$ cat src/rtl/mips_pkg.sv
// mips_pkg
// Shared definitions for the execute stage: bit positions of the ID/EX and
// EX/MEM pipeline words, ALUOp codes, opcode/funct constants, the
// multiply/divide engine state encoding and small decode helpers.
package mips_pkg;

    // Pipeline word widths
    localparam int IDEX_W = 136;
    localparam int EXME_W = 75;

    // ID/EX word layout
    localparam int IDEX_INSTR_LSB = 0;
    localparam int IDEX_RS_LSB    = 32;
    localparam int IDEX_RT_LSB    = 64;
    localparam int IDEX_IMM_LSB   = 96;
    localparam int IDEX_CTRL_LSB  = 128;

    // Bit positions inside the 8-bit control byte
    localparam int CTRL_REGWRITE = 0;
    localparam int CTRL_ALUSRC   = 1;
    localparam int CTRL_MEMWRITE = 2;
    localparam int CTRL_ALUOP_LSB = 3;
    localparam int CTRL_MEMTOREG = 5;
    localparam int CTRL_MEMREAD  = 6;
    localparam int CTRL_REGDST   = 7;

    // EX/MEM word layout
    localparam int EX_RESULT_LSB = 0;
    localparam int EX_STORE_LSB  = 32;
    localparam int EX_WREG_LSB   = 64;
    localparam int EX_REGWRITE   = 69;
    localparam int EX_MEMTOREG   = 70;
    localparam int EX_MEMWRITE   = 71;
    localparam int EX_MEMREAD    = 72;
    localparam int EX_ZERO       = 73;
    localparam int EX_VALID      = 74;

    // ALUOp codes
    typedef enum logic [1:0] {
        ALU_ADD   = 2'b00,
        ALU_SUB   = 2'b01,
        ALU_RTYPE = 2'b10,
        ALU_ORI   = 2'b11
    } aluOp_t;

    // Opcode / funct constants
    localparam logic [5:0] OP_RTYPE = 6'h00;
    localparam logic [5:0] F_SLL    = 6'h00;
    localparam logic [5:0] F_SRL    = 6'h02;
    localparam logic [5:0] F_SRA    = 6'h03;
    localparam logic [5:0] F_MFHI   = 6'h10;
    localparam logic [5:0] F_MFLO   = 6'h12;
    localparam logic [5:0] F_MULT   = 6'h18;
    localparam logic [5:0] F_MULTU  = 6'h19;
    localparam logic [5:0] F_DIV    = 6'h1A;
    localparam logic [5:0] F_DIVU   = 6'h1B;
    localparam logic [5:0] F_ADD    = 6'h20;
    localparam logic [5:0] F_ADDU   = 6'h21;
    localparam logic [5:0] F_SUB    = 6'h22;
    localparam logic [5:0] F_SUBU   = 6'h23;
    localparam logic [5:0] F_AND    = 6'h24;
    localparam logic [5:0] F_OR     = 6'h25;
    localparam logic [5:0] F_XOR    = 6'h26;
    localparam logic [5:0] F_NOR    = 6'h27;
    localparam logic [5:0] F_SLT    = 6'h2A;
    localparam logic [5:0] F_SLTU   = 6'h2B;

    // Multiply/divide engine states
    typedef enum logic [1:0] {
        MD_IDLE = 2'b00,
        MD_MUL  = 2'b01,
        MD_DIV  = 2'b10
    } mdState_t;

    function automatic logic isMulDivFunct(input logic [5:0] funct);
        return (funct == F_MULT) || (funct == F_MULTU) ||
               (funct == F_DIV)  || (funct == F_DIVU);
    endfunction

    function automatic logic isMoveFromFunct(input logic [5:0] funct);
        return (funct == F_MFHI) || (funct == F_MFLO);
    endfunction

endpackage

$ cat src/rtl/execute_stage_if.sv
// execute_stage_if
// Bundles the signals between the decode side and the execute stage.
//   IDEXReg  136  ID/EX pipeline word (decode -> execute)
//   EXMEReg   75  registered EX/MEM word (execute -> memory)
//   exStall    1  hold request back to fetch/decode
//   mdBusy     1  multiply/divide engine not idle
// master: the decode/pipeline side; slave: the execute stage.
interface execute_stage_if;
    import mips_pkg::*;

    logic [IDEX_W-1:0] IDEXReg;
    logic [EXME_W-1:0] EXMEReg;
    logic              exStall;
    logic              mdBusy;

    modport master (output IDEXReg, input EXMEReg, exStall, mdBusy);
    modport slave  (input IDEXReg, output EXMEReg, exStall, mdBusy);
endinterface

$ cat src/rtl/execute_stage_muldiv_unit.sv
// muldiv_unit
// Iterative shift-add multiplier and restoring divider with HI/LO registers.
// Ports:
//   clk, rst          clock, asynchronous active-high reset
//   start             accept a new operation (only honoured when idle)
//   isDiv, isSigned   operation select
//   opA, opB          rs / rt operands
//   hi, lo            result registers
//   busy              engine not idle
// Optional build macro MULDIV_EARLY_OUT_EN: multiply stops as soon as the
// remaining multiplier bits are all zero.
module muldiv_unit
    import mips_pkg::*;
#(
    parameter int MUL_ITERS = 32,
    parameter int DIV_ITERS = 32
) (
    input  logic        clk,
    input  logic        rst,
    input  logic        start,
    input  logic        isDiv,
    input  logic        isSigned,
    input  logic [31:0] opA,
    input  logic [31:0] opB,
    output logic [31:0] hi,
    output logic [31:0] lo,
    output logic        busy
);

    mdState_t    state;
    logic [7:0]  count;
    logic [63:0] acc;
    logic [63:0] mcand;
    logic [31:0] mplier;
    logic [31:0] rem;
    logic [31:0] quo;
    logic [31:0] divisor;
    logic        negQ;
    logic        negR;
    logic [31:0] hiReg;
    logic [31:0] loReg;
    logic        busyReg;

    // Signed operations run on magnitudes; the sign is applied at the end.
    logic [31:0] magA;
    logic [31:0] magB;
    assign magA = (isSigned && opA[31]) ? (32'd0 - opA) : opA;
    assign magB = (isSigned && opB[31]) ? (32'd0 - opB) : opB;

    // Multiply iteration
    logic [63:0] mulSum;
    logic [63:0] mulProd;
    logic        mulLast;
    assign mulSum  = mplier[0] ? (acc + mcand) : acc;
    assign mulProd = negQ ? (64'd0 - mulSum) : mulSum;
`ifdef MULDIV_EARLY_OUT_EN
    // Nothing left to add once the bits above the current one are clear.
    assign mulLast = (count == 8'd1) || (mplier[31:1] == 31'd0);
`else
    assign mulLast = (count == 8'd1);
`endif

    // Restoring divide iteration: shift in the next dividend bit, try to
    // subtract, keep the difference only if it did not go negative.
    logic [32:0] remShift;
    logic [32:0] divDiff;
    logic        divGe;
    logic [31:0] remNext;
    logic [31:0] quoNext;
    assign remShift = {rem, quo[31]};
    assign divDiff  = remShift - {1'b0, divisor};
    assign divGe    = ~divDiff[32];
    assign remNext  = divGe ? divDiff[31:0] : remShift[31:0];
    assign quoNext  = {quo[30:0], divGe};

    always_ff @(posedge clk or posedge rst) begin
        if (rst) begin
            state   <= MD_IDLE;
            count   <= 8'd0;
            acc     <= 64'd0;
            mcand   <= 64'd0;
            mplier  <= 32'd0;
            rem     <= 32'd0;
            quo     <= 32'd0;
            divisor <= 32'd0;
            negQ    <= 1'b0;
            negR    <= 1'b0;
            hiReg   <= 32'd0;
            loReg   <= 32'd0;
            busyReg <= 1'b0;
        end else begin
            case (state)
                MD_IDLE: begin
                    if (start) begin
                        negQ    <= isSigned & (opA[31] ^ opB[31]);
                        negR    <= isSigned & opA[31];
                        busyReg <= 1'b1;
                        if (isDiv) begin
                            state   <= MD_DIV;
                            rem     <= 32'd0;
                            divisor <= magB;
                            if (opB == 32'd0) begin
                                // Raw rs is kept so it can be returned in HI.
                                quo   <= opA;
                                count <= 8'd1;
                            end else begin
                                quo   <= magA;
                                count <= DIV_ITERS[7:0];
                            end
                        end else begin
                            state  <= MD_MUL;
                            acc    <= 64'd0;
                            mcand  <= {32'd0, magA};
                            mplier <= magB;
                            count  <= MUL_ITERS[7:0];
                        end
                    end
                end
                MD_MUL: begin
                    acc    <= mulSum;
                    mcand  <= mcand << 1;
                    mplier <= mplier >> 1;
                    count  <= count - 8'd1;
                    if (mulLast) begin
                        hiReg   <= mulProd[63:32];
                        loReg   <= mulProd[31:0];
                        state   <= MD_IDLE;
                        busyReg <= 1'b0;
                    end
                end
                MD_DIV: begin
                    if (divisor == 32'd0) begin
                        hiReg   <= quo;
                        loReg   <= 32'hFFFF_FFFF;
                        count   <= 8'd0;
                        state   <= MD_IDLE;
                        busyReg <= 1'b0;
                    end else begin
                        rem   <= remNext;
                        quo   <= quoNext;
                        count <= count - 8'd1;
                        if (count == 8'd1) begin
                            // Remainder follows the dividend's sign.
                            loReg   <= negQ ? (32'd0 - quoNext) : quoNext;
                            hiReg   <= negR ? (32'd0 - remNext) : remNext;
                            state   <= MD_IDLE;
                            busyReg <= 1'b0;
                        end
                    end
                end
                default: begin
                    state   <= MD_IDLE;
                    busyReg <= 1'b0;
                end
            endcase
        end
    end

    assign hi   = hiReg;
    assign lo   = loReg;
    assign busy = busyReg;

endmodule

$ cat src/rtl/execute_stage.sv
// execute_stage
// Consumer end of the ID/EX register: ALU, operand select, write-register
// select and the EX/MEM register, plus the multiply/divide engine.
// Ports:
//   clk   pipeline clock, rising edge
//   rst   asynchronous active-high reset
//   bus   execute_stage_if.slave: IDEXReg in; EXMEReg, exStall, mdBusy out
// Parameters: MUL_ITERS, DIV_ITERS (engine iteration counts).
// Optional build macro MULDIV_EARLY_OUT_EN enables multiply early-out in
// the engine.
module execute_stage
    import mips_pkg::*;
#(
    parameter int MUL_ITERS = 32,
    parameter int DIV_ITERS = 32
) (
    input  logic            clk,
    input  logic            rst,
    execute_stage_if.slave  bus
);

    // ID/EX field extraction
    logic [7:0]  ctrl;
    logic [31:0] imm;
    logic [31:0] rtData;
    logic [31:0] rsData;
    logic [31:0] instr;
    assign ctrl   = bus.IDEXReg[IDEX_CTRL_LSB +: 8];
    assign imm    = bus.IDEXReg[IDEX_IMM_LSB +: 32];
    assign rtData = bus.IDEXReg[IDEX_RT_LSB +: 32];
    assign rsData = bus.IDEXReg[IDEX_RS_LSB +: 32];
    assign instr  = bus.IDEXReg[IDEX_INSTR_LSB +: 32];

    logic [1:0] aluOp;
    assign aluOp = ctrl[CTRL_ALUOP_LSB +: 2];

    logic [5:0] opcode;
    logic [5:0] funct;
    logic [4:0] shamt;
    assign opcode = instr[31:26];
    assign funct  = instr[5:0];
    assign shamt  = instr[10:6];

    // The rs field of the instruction is not needed here (data arrives decoded).
    logic unusedRsField;
    assign unusedRsField = ^instr[25:21];

    // HI/LO access classification
    logic isRType;
    logic isMdOp;
    logic isMfOp;
    logic mdBusy;
    logic exStall;
    assign isRType = (opcode == OP_RTYPE);
    assign isMdOp  = isRType && isMulDivFunct(funct);
    assign isMfOp  = isRType && isMoveFromFunct(funct);
    assign exStall = (isMdOp || isMfOp) && mdBusy;

    logic mdStart;
    assign mdStart = isMdOp && !exStall;

    logic [31:0] hi;
    logic [31:0] lo;

    muldiv_unit #(
        .MUL_ITERS (MUL_ITERS),
        .DIV_ITERS (DIV_ITERS)
    ) u_muldiv (
        .clk      (clk),
        .rst      (rst),
        .start    (mdStart),
        .isDiv    ((funct == F_DIV) || (funct == F_DIVU)),
        .isSigned ((funct == F_MULT) || (funct == F_DIV)),
        .opA      (rsData),
        .opB      (rtData),
        .hi       (hi),
        .lo       (lo),
        .busy     (mdBusy)
    );

    // ALU
    logic [31:0] opB;
    logic [31:0] aluResult;
    assign opB = ctrl[CTRL_ALUSRC] ? imm : rtData;

    always_comb begin
        aluResult = 32'd0;
        case (aluOp)
            ALU_ADD: aluResult = rsData + opB;
            ALU_SUB: aluResult = rsData - opB;
            ALU_ORI: aluResult = rsData | {16'd0, imm[15:0]};
            ALU_RTYPE: begin
                case (funct)
                    F_ADD, F_ADDU: aluResult = rsData + opB;
                    F_SUB, F_SUBU: aluResult = rsData - opB;
                    F_AND:  aluResult = rsData & opB;
                    F_OR:   aluResult = rsData | opB;
                    F_XOR:  aluResult = rsData ^ opB;
                    F_NOR:  aluResult = ~(rsData | opB);
                    F_SLT:  aluResult = {31'd0, $signed(rsData) < $signed(opB)};
                    F_SLTU: aluResult = {31'd0, rsData < opB};
                    F_SLL:  aluResult = rtData << shamt;
                    F_SRL:  aluResult = rtData >> shamt;
                    F_SRA:  aluResult = $unsigned($signed(rtData) >>> shamt);
                    F_MFHI: aluResult = hi;
                    F_MFLO: aluResult = lo;
                    default: aluResult = 32'd0;
                endcase
            end
            default: aluResult = 32'd0;
        endcase
    end

    // EX/MEM word assembly
    logic [EXME_W-1:0] exmeNext;
    logic [EXME_W-1:0] exmeReg;

    always_comb begin
        exmeNext = '0;
        exmeNext[EX_RESULT_LSB +: 32] = aluResult;
        exmeNext[EX_STORE_LSB +: 32]  = rtData;
        exmeNext[EX_WREG_LSB +: 5]    = ctrl[CTRL_REGDST] ? instr[15:11] : instr[20:16];
        // Multiply/divide results land in HI/LO, never the register file.
        exmeNext[EX_REGWRITE] = ctrl[CTRL_REGWRITE] & ~isMdOp;
        exmeNext[EX_MEMTOREG] = ctrl[CTRL_MEMTOREG];
        exmeNext[EX_MEMWRITE] = ctrl[CTRL_MEMWRITE];
        exmeNext[EX_MEMREAD]  = ctrl[CTRL_MEMREAD];
        exmeNext[EX_ZERO]     = (aluResult == 32'd0);
        exmeNext[EX_VALID]    = 1'b1;
    end

    always_ff @(posedge clk or posedge rst) begin
        if (rst) begin
            exmeReg <= '0;
        end else if (exStall) begin
            // Instruction is held upstream; emit a bubble.
            exmeReg <= '0;
        end else begin
            exmeReg <= exmeNext;
        end
    end

    assign bus.EXMEReg = exmeReg;
    assign bus.exStall = exStall;
    assign bus.mdBusy  = mdBusy;

endmodule

$ cat src/flat_wrapper.sv
// flat-port wrapper written by rule: the top's interface ports become plain ports
module execute_stage_flat import mips_pkg::*;
#(
    parameter int MUL_ITERS = 32,
    parameter int DIV_ITERS = 32
)
  (clk, rst, bus_IDEXReg, bus_EXMEReg, bus_exStall, bus_mdBusy);
  execute_stage_if bus_i ();
  input  logic clk;
  input  logic rst;
  input wire logic [$bits(bus_i.IDEXReg)-1:0] bus_IDEXReg;
  output wire logic [$bits(bus_i.EXMEReg)-1:0] bus_EXMEReg;
  output wire logic [$bits(bus_i.exStall)-1:0] bus_exStall;
  output wire logic [$bits(bus_i.mdBusy)-1:0] bus_mdBusy;
  assign bus_i.IDEXReg = bus_IDEXReg;
  assign bus_EXMEReg = bus_i.EXMEReg;
  assign bus_exStall = bus_i.exStall;
  assign bus_mdBusy = bus_i.mdBusy;
  execute_stage #(.MUL_ITERS(MUL_ITERS), .DIV_ITERS(DIV_ITERS)) u_core (.clk(clk), .rst(rst), .bus(bus_i));
endmodule
$ cat config.mk
export PLATFORM = sky130hd
export DESIGN_NAME = execute_stage_flat
export DESIGN_NICKNAME = d
export VERILOG_FILES = /design/src/rtl/mips_pkg.sv /design/src/rtl/execute_stage_if.sv /design/src/rtl/execute_stage_muldiv_unit.sv /design/src/rtl/execute_stage.sv /design/src/flat_wrapper.sv
export SDC_FILE = /design/constraint.sdc
export NUM_CORES = 2
export LEC_CHECK = 0
export BUFFER_PORTS_ARGS = -buffer_cell sky130_fd_sc_hd__buf_2
export CAP_MARGIN = 20
export CORE_MARGIN = 4
export CORE_UTILIZATION = 37
export CTS_BUF_LIST = sky130_fd_sc_hd__clkbuf_8
export CTS_CLUSTER_SIZE = 24
export DETAILED_ROUTE_END_ITERATION = 6
export PLACE_DENSITY = 0.56
export SYNTH_ARGS = -nofsm -noshare
export SYNTH_HDL_FRONTEND = slang
export SYNTH_SLANG_ARGS = --single-unit
$ cat constraint.sdc
create_clock -name clk -period 13.1 [get_ports clk]
set_clock_uncertainty 0.1 [all_clocks]
set_input_delay 0 -clock clk [delete_from_list [all_inputs] [get_ports clk]]
set_output_delay 0 -clock clk [all_outputs]
set_load 0.005 [all_outputs]
==> out/results.tsv <==
metric	value	unit
grt_pass1_wl	280	mm
p_clk_frac	0.384	
internal-power	2.34	mW
final_common_cell	nand2_1	
layout_min_cycle_time	6.32	ns
synthesis.nets	5693	
cts-root-buf	clkbuf_8	
clockBufferDepth	3	
viasPerCell	6.32	
final.setup.tns	0	ns
slowest_delay	0.98	ns
ys_seq_area_frac	0.248	
status	complete, no violations	
maxCapViolations	0	
worstMarginPinSlew	1.31	ns
synth-seq-cells	408	
synth-simple-area-share	0.210	
routedWlPerCell	27.4	um
min_path_type	input port to flop	
synth_edf_count	0	
rows	122	
synth_xor_area_frac	0.0623	
crit_slowest_cell	a2111oi_0	
initial_core_util	0.372	
clk-insertion-delay-late	0.76	ns
cp_data_arrival_time	6.89	ns
die_x	342	um
max_slew_margin	0.120	
holdPathStages	7	
yosysWarnings	0	
synth_cells	5349	
grt_pass1_vias	40800	
area_growth	12.6	%
period_share	0.482	
drt_iter0_drc	5877	
critPathCaptureType	flop	
async_flop_share	1.00	
die_h	342	um
overflow	0	
place_area	0.0434	mm^2
cp_cell_sequence	dlygate4sd3_1 -> buf_2 -> inv_1 -> o21a_1 -> inv_1 -> ha_1 -> fa_1 -> o21bai_1 -> a21oi_1 -> o221a_2 -> nor4_1 -> o31a_1 -> o21ai_0 -> a21o_1 -> a2111oi_0 -> o211a_1 -> nand4_1 -> or4_1 -> nor2_1	
leakage	20.0	nW
yosys_most_used_dff	dfrtp_1	
grt_max_degree	187	
cts_tree	done	
io_pins	215	
finalHoldViolCount	0	
post_cts_buffers	0	
ir_worst_vdd	0.0000616	V
cp_max_fo	11	
layout.nets	5813	
routed_wl	193	mm
remaining_drc_errors	0	
slew_viol_final	0	
critPathRequiredTime	13.68	ns
cts.reportedPaths.clkPinSlew	0.06	ns
p_seq_frac	0.363	
coreArea	0.111	mm^2
place.gp.congestion	1.01	
clock-sinks	408	
synth_area	0.0412	mm^2
fin_area	0.0464	mm^2
crit_top_cell	inv_1	
yosysUniqueCellTypes	100	
ant_nets	0	
critPathLaunchType	input port	
synth_compound_area_frac	0.270	
num_vias	44500	
dp_hpwl	145	mm
postLayoutCoreUtil	0.419	
grt_use_total	0.316	
rsz0062_at_grt	false	
drive_above_1_share	0.109	
cts_buffers	78	
synth_top_family_by_area	compound AO/OA/AOI/OAI gates	
synthAdderAreaFrac	0.0633	
powerDensity	77.4	mW/mm^2
antenna_found_initial	17	
p_comb_frac	0.252	
crit_type	input port to flop	
portBuffers	209	
max_freq	0.158	GHz
mostFrequentLayoutCells	nand2_1, o21ai_0, nor2_1	
avgSynthCellArea	7.71	um^2
drt_pre_antenna_iters	6	
switching_power	1.25	mW
fp.dieArea	0.117	mm^2
htreeDepth	3	
synthMuxAreaShare	0.0934	
switching_share	0.348	
setup_viol	0	
r2r_cells	14	
-- stage by stage --
step,setup slack [ns],instances,hold slack (ns),power (mW)
finish,6.78,7032,0.0996,3.59
CTS,6.95,7017,0.0116,3.59
global placement,6.94,6747,0.0993,2.16
detailed placement,6.96,6747,0.101,2.16
floorplan,1.65,5349,0.0286,1.84
global route,6.45,7020,0.0603,3.73
-- metal layers --
metal  track usage  routed length (um)  up-vias
met3        0.0658               19200      419
met4         0.125                8570        8
met5             0                  52        -
met1         0.451               83400    21700
li1              -                   -    19900
met2         0.466               81500     2429
-- final timing paths --
check / from / end / slack [ns]
max: bus_IDEXReg[64] / u_core.bus.EXMEReg[73] / 6.78
min: bus_IDEXReg[5] / u_core.u_muldiv.busy / 0.1
max reg2reg: u_core.u_muldiv.acc[0] / u_core.u_muldiv.hi[31] / 6.93
min reg2reg: u_core.u_muldiv.mplier[21] / u_core.u_muldiv.mplier[21] / 0.38
max in group asynchronous: rst / u_core.u_muldiv.acc[13] / 9.44
min in group asynchronous: rst / u_core.u_muldiv.divisor[24] / 0.44
-- flip-flops by register name, summed over array words and instances (netlist names) --
register,count
u_core.u_muldiv.count,8
u_core.u_muldiv.negR,1
u_core.u_muldiv.acc,64
u_core.u_muldiv.quo,32
u_core.u_muldiv.mplier,32
u_core.u_muldiv.divisor,32
u_core.u_muldiv.rem,32
u_core.u_muldiv.negQ,1
u_core.bus.EXMEReg,75
u_core.u_muldiv.mcand,64
u_core.u_muldiv.lo,32
u_core.u_muldiv.hi,32
u_core.u_muldiv.state,2
u_core.u_muldiv.busy,1
-- repair_timing --
item / in CTS / in global routing
resized for setup: 0 / 0
endpoints found under the hold margin: 282 / 0
setup endpoints to repair: 0 / 0
hold buffers: 130 / 0
-- cell type report --
cell class / count / area [um^2]
multi-input cells: 4367 / 28900
clock buffers: 94 / 1290
repair buffers: 417 / 2950
inverters: 197 / 747
flip-flops and latches: 408 / 10200
well taps: 1488 / 1860
fillers: 11400 / 64300
clock inverters: 46 / 350
diodes: 15 / 37.5
-- cells in the mapped netlist (42+ instances only) --
cell type    n  area [um^2]
mux2i_1    180         1800
xor2_1      72          631
nand4_1     63          394
or3_1       69          432
a21o_1      73          548
xnor2_1    221         1940
and2_1      64          400
nand2b_1    42          263
inv_1      192          721
clkbuf_1   306         1150
nor2_1     443         1660
o22ai_1     53          332
dfrtp_1    408        10200
buf_1       53          199
ha_1       202         2530
nor3_1     120          601
mux4_2      74         1670
a21oi_1    396         1980
a31oi_1     53          332
a211oi_1    71          533
nor4_1      57          357
nand2_1    706         2650
o31ai_1     67          503
nand3_1    126          631
o21ai_0    496         2480
o211ai_1    48          360
-- critical path: cells and delay by family --
family / cells / cell delay, ns
AOI/OAI and AO/OA: 9 / 3.26
adders and majority gates: 2 / 0.67
and+or+nand+nor: 4 / 1.75
buffers and inverters: 4 / 1.21
-- cell families (layout without fill, tap and decap cells) --
kind of cell,after synthesis,in the layout
muxes,288,288
and+or+nand+nor,1865,1865
AOI/OAI and AO/OA,1715,1715
DFF,408,408
adders and majority gates,206,206
buffers and inverters,574,754
xor gates and xnor gates,293,293
other,0,15
-- power by group through the flow --
| stage | registers, mW | clock network, mW | logic, mW |
|---|---|---|---|
| after floorplan | 1.33 | 0 | 0.516 |
| after global placement | 1.33 | 0 | 0.838 |
| after detailed placement | 1.33 | 0 | 0.836 |
| after CTS | 1.30 | 1.41 | 0.872 |
| after global routing | 1.31 | 1.47 | 0.952 |
| final | 1.30 | 1.38 | 0.907 |
(Power assumes the default switching activity.)
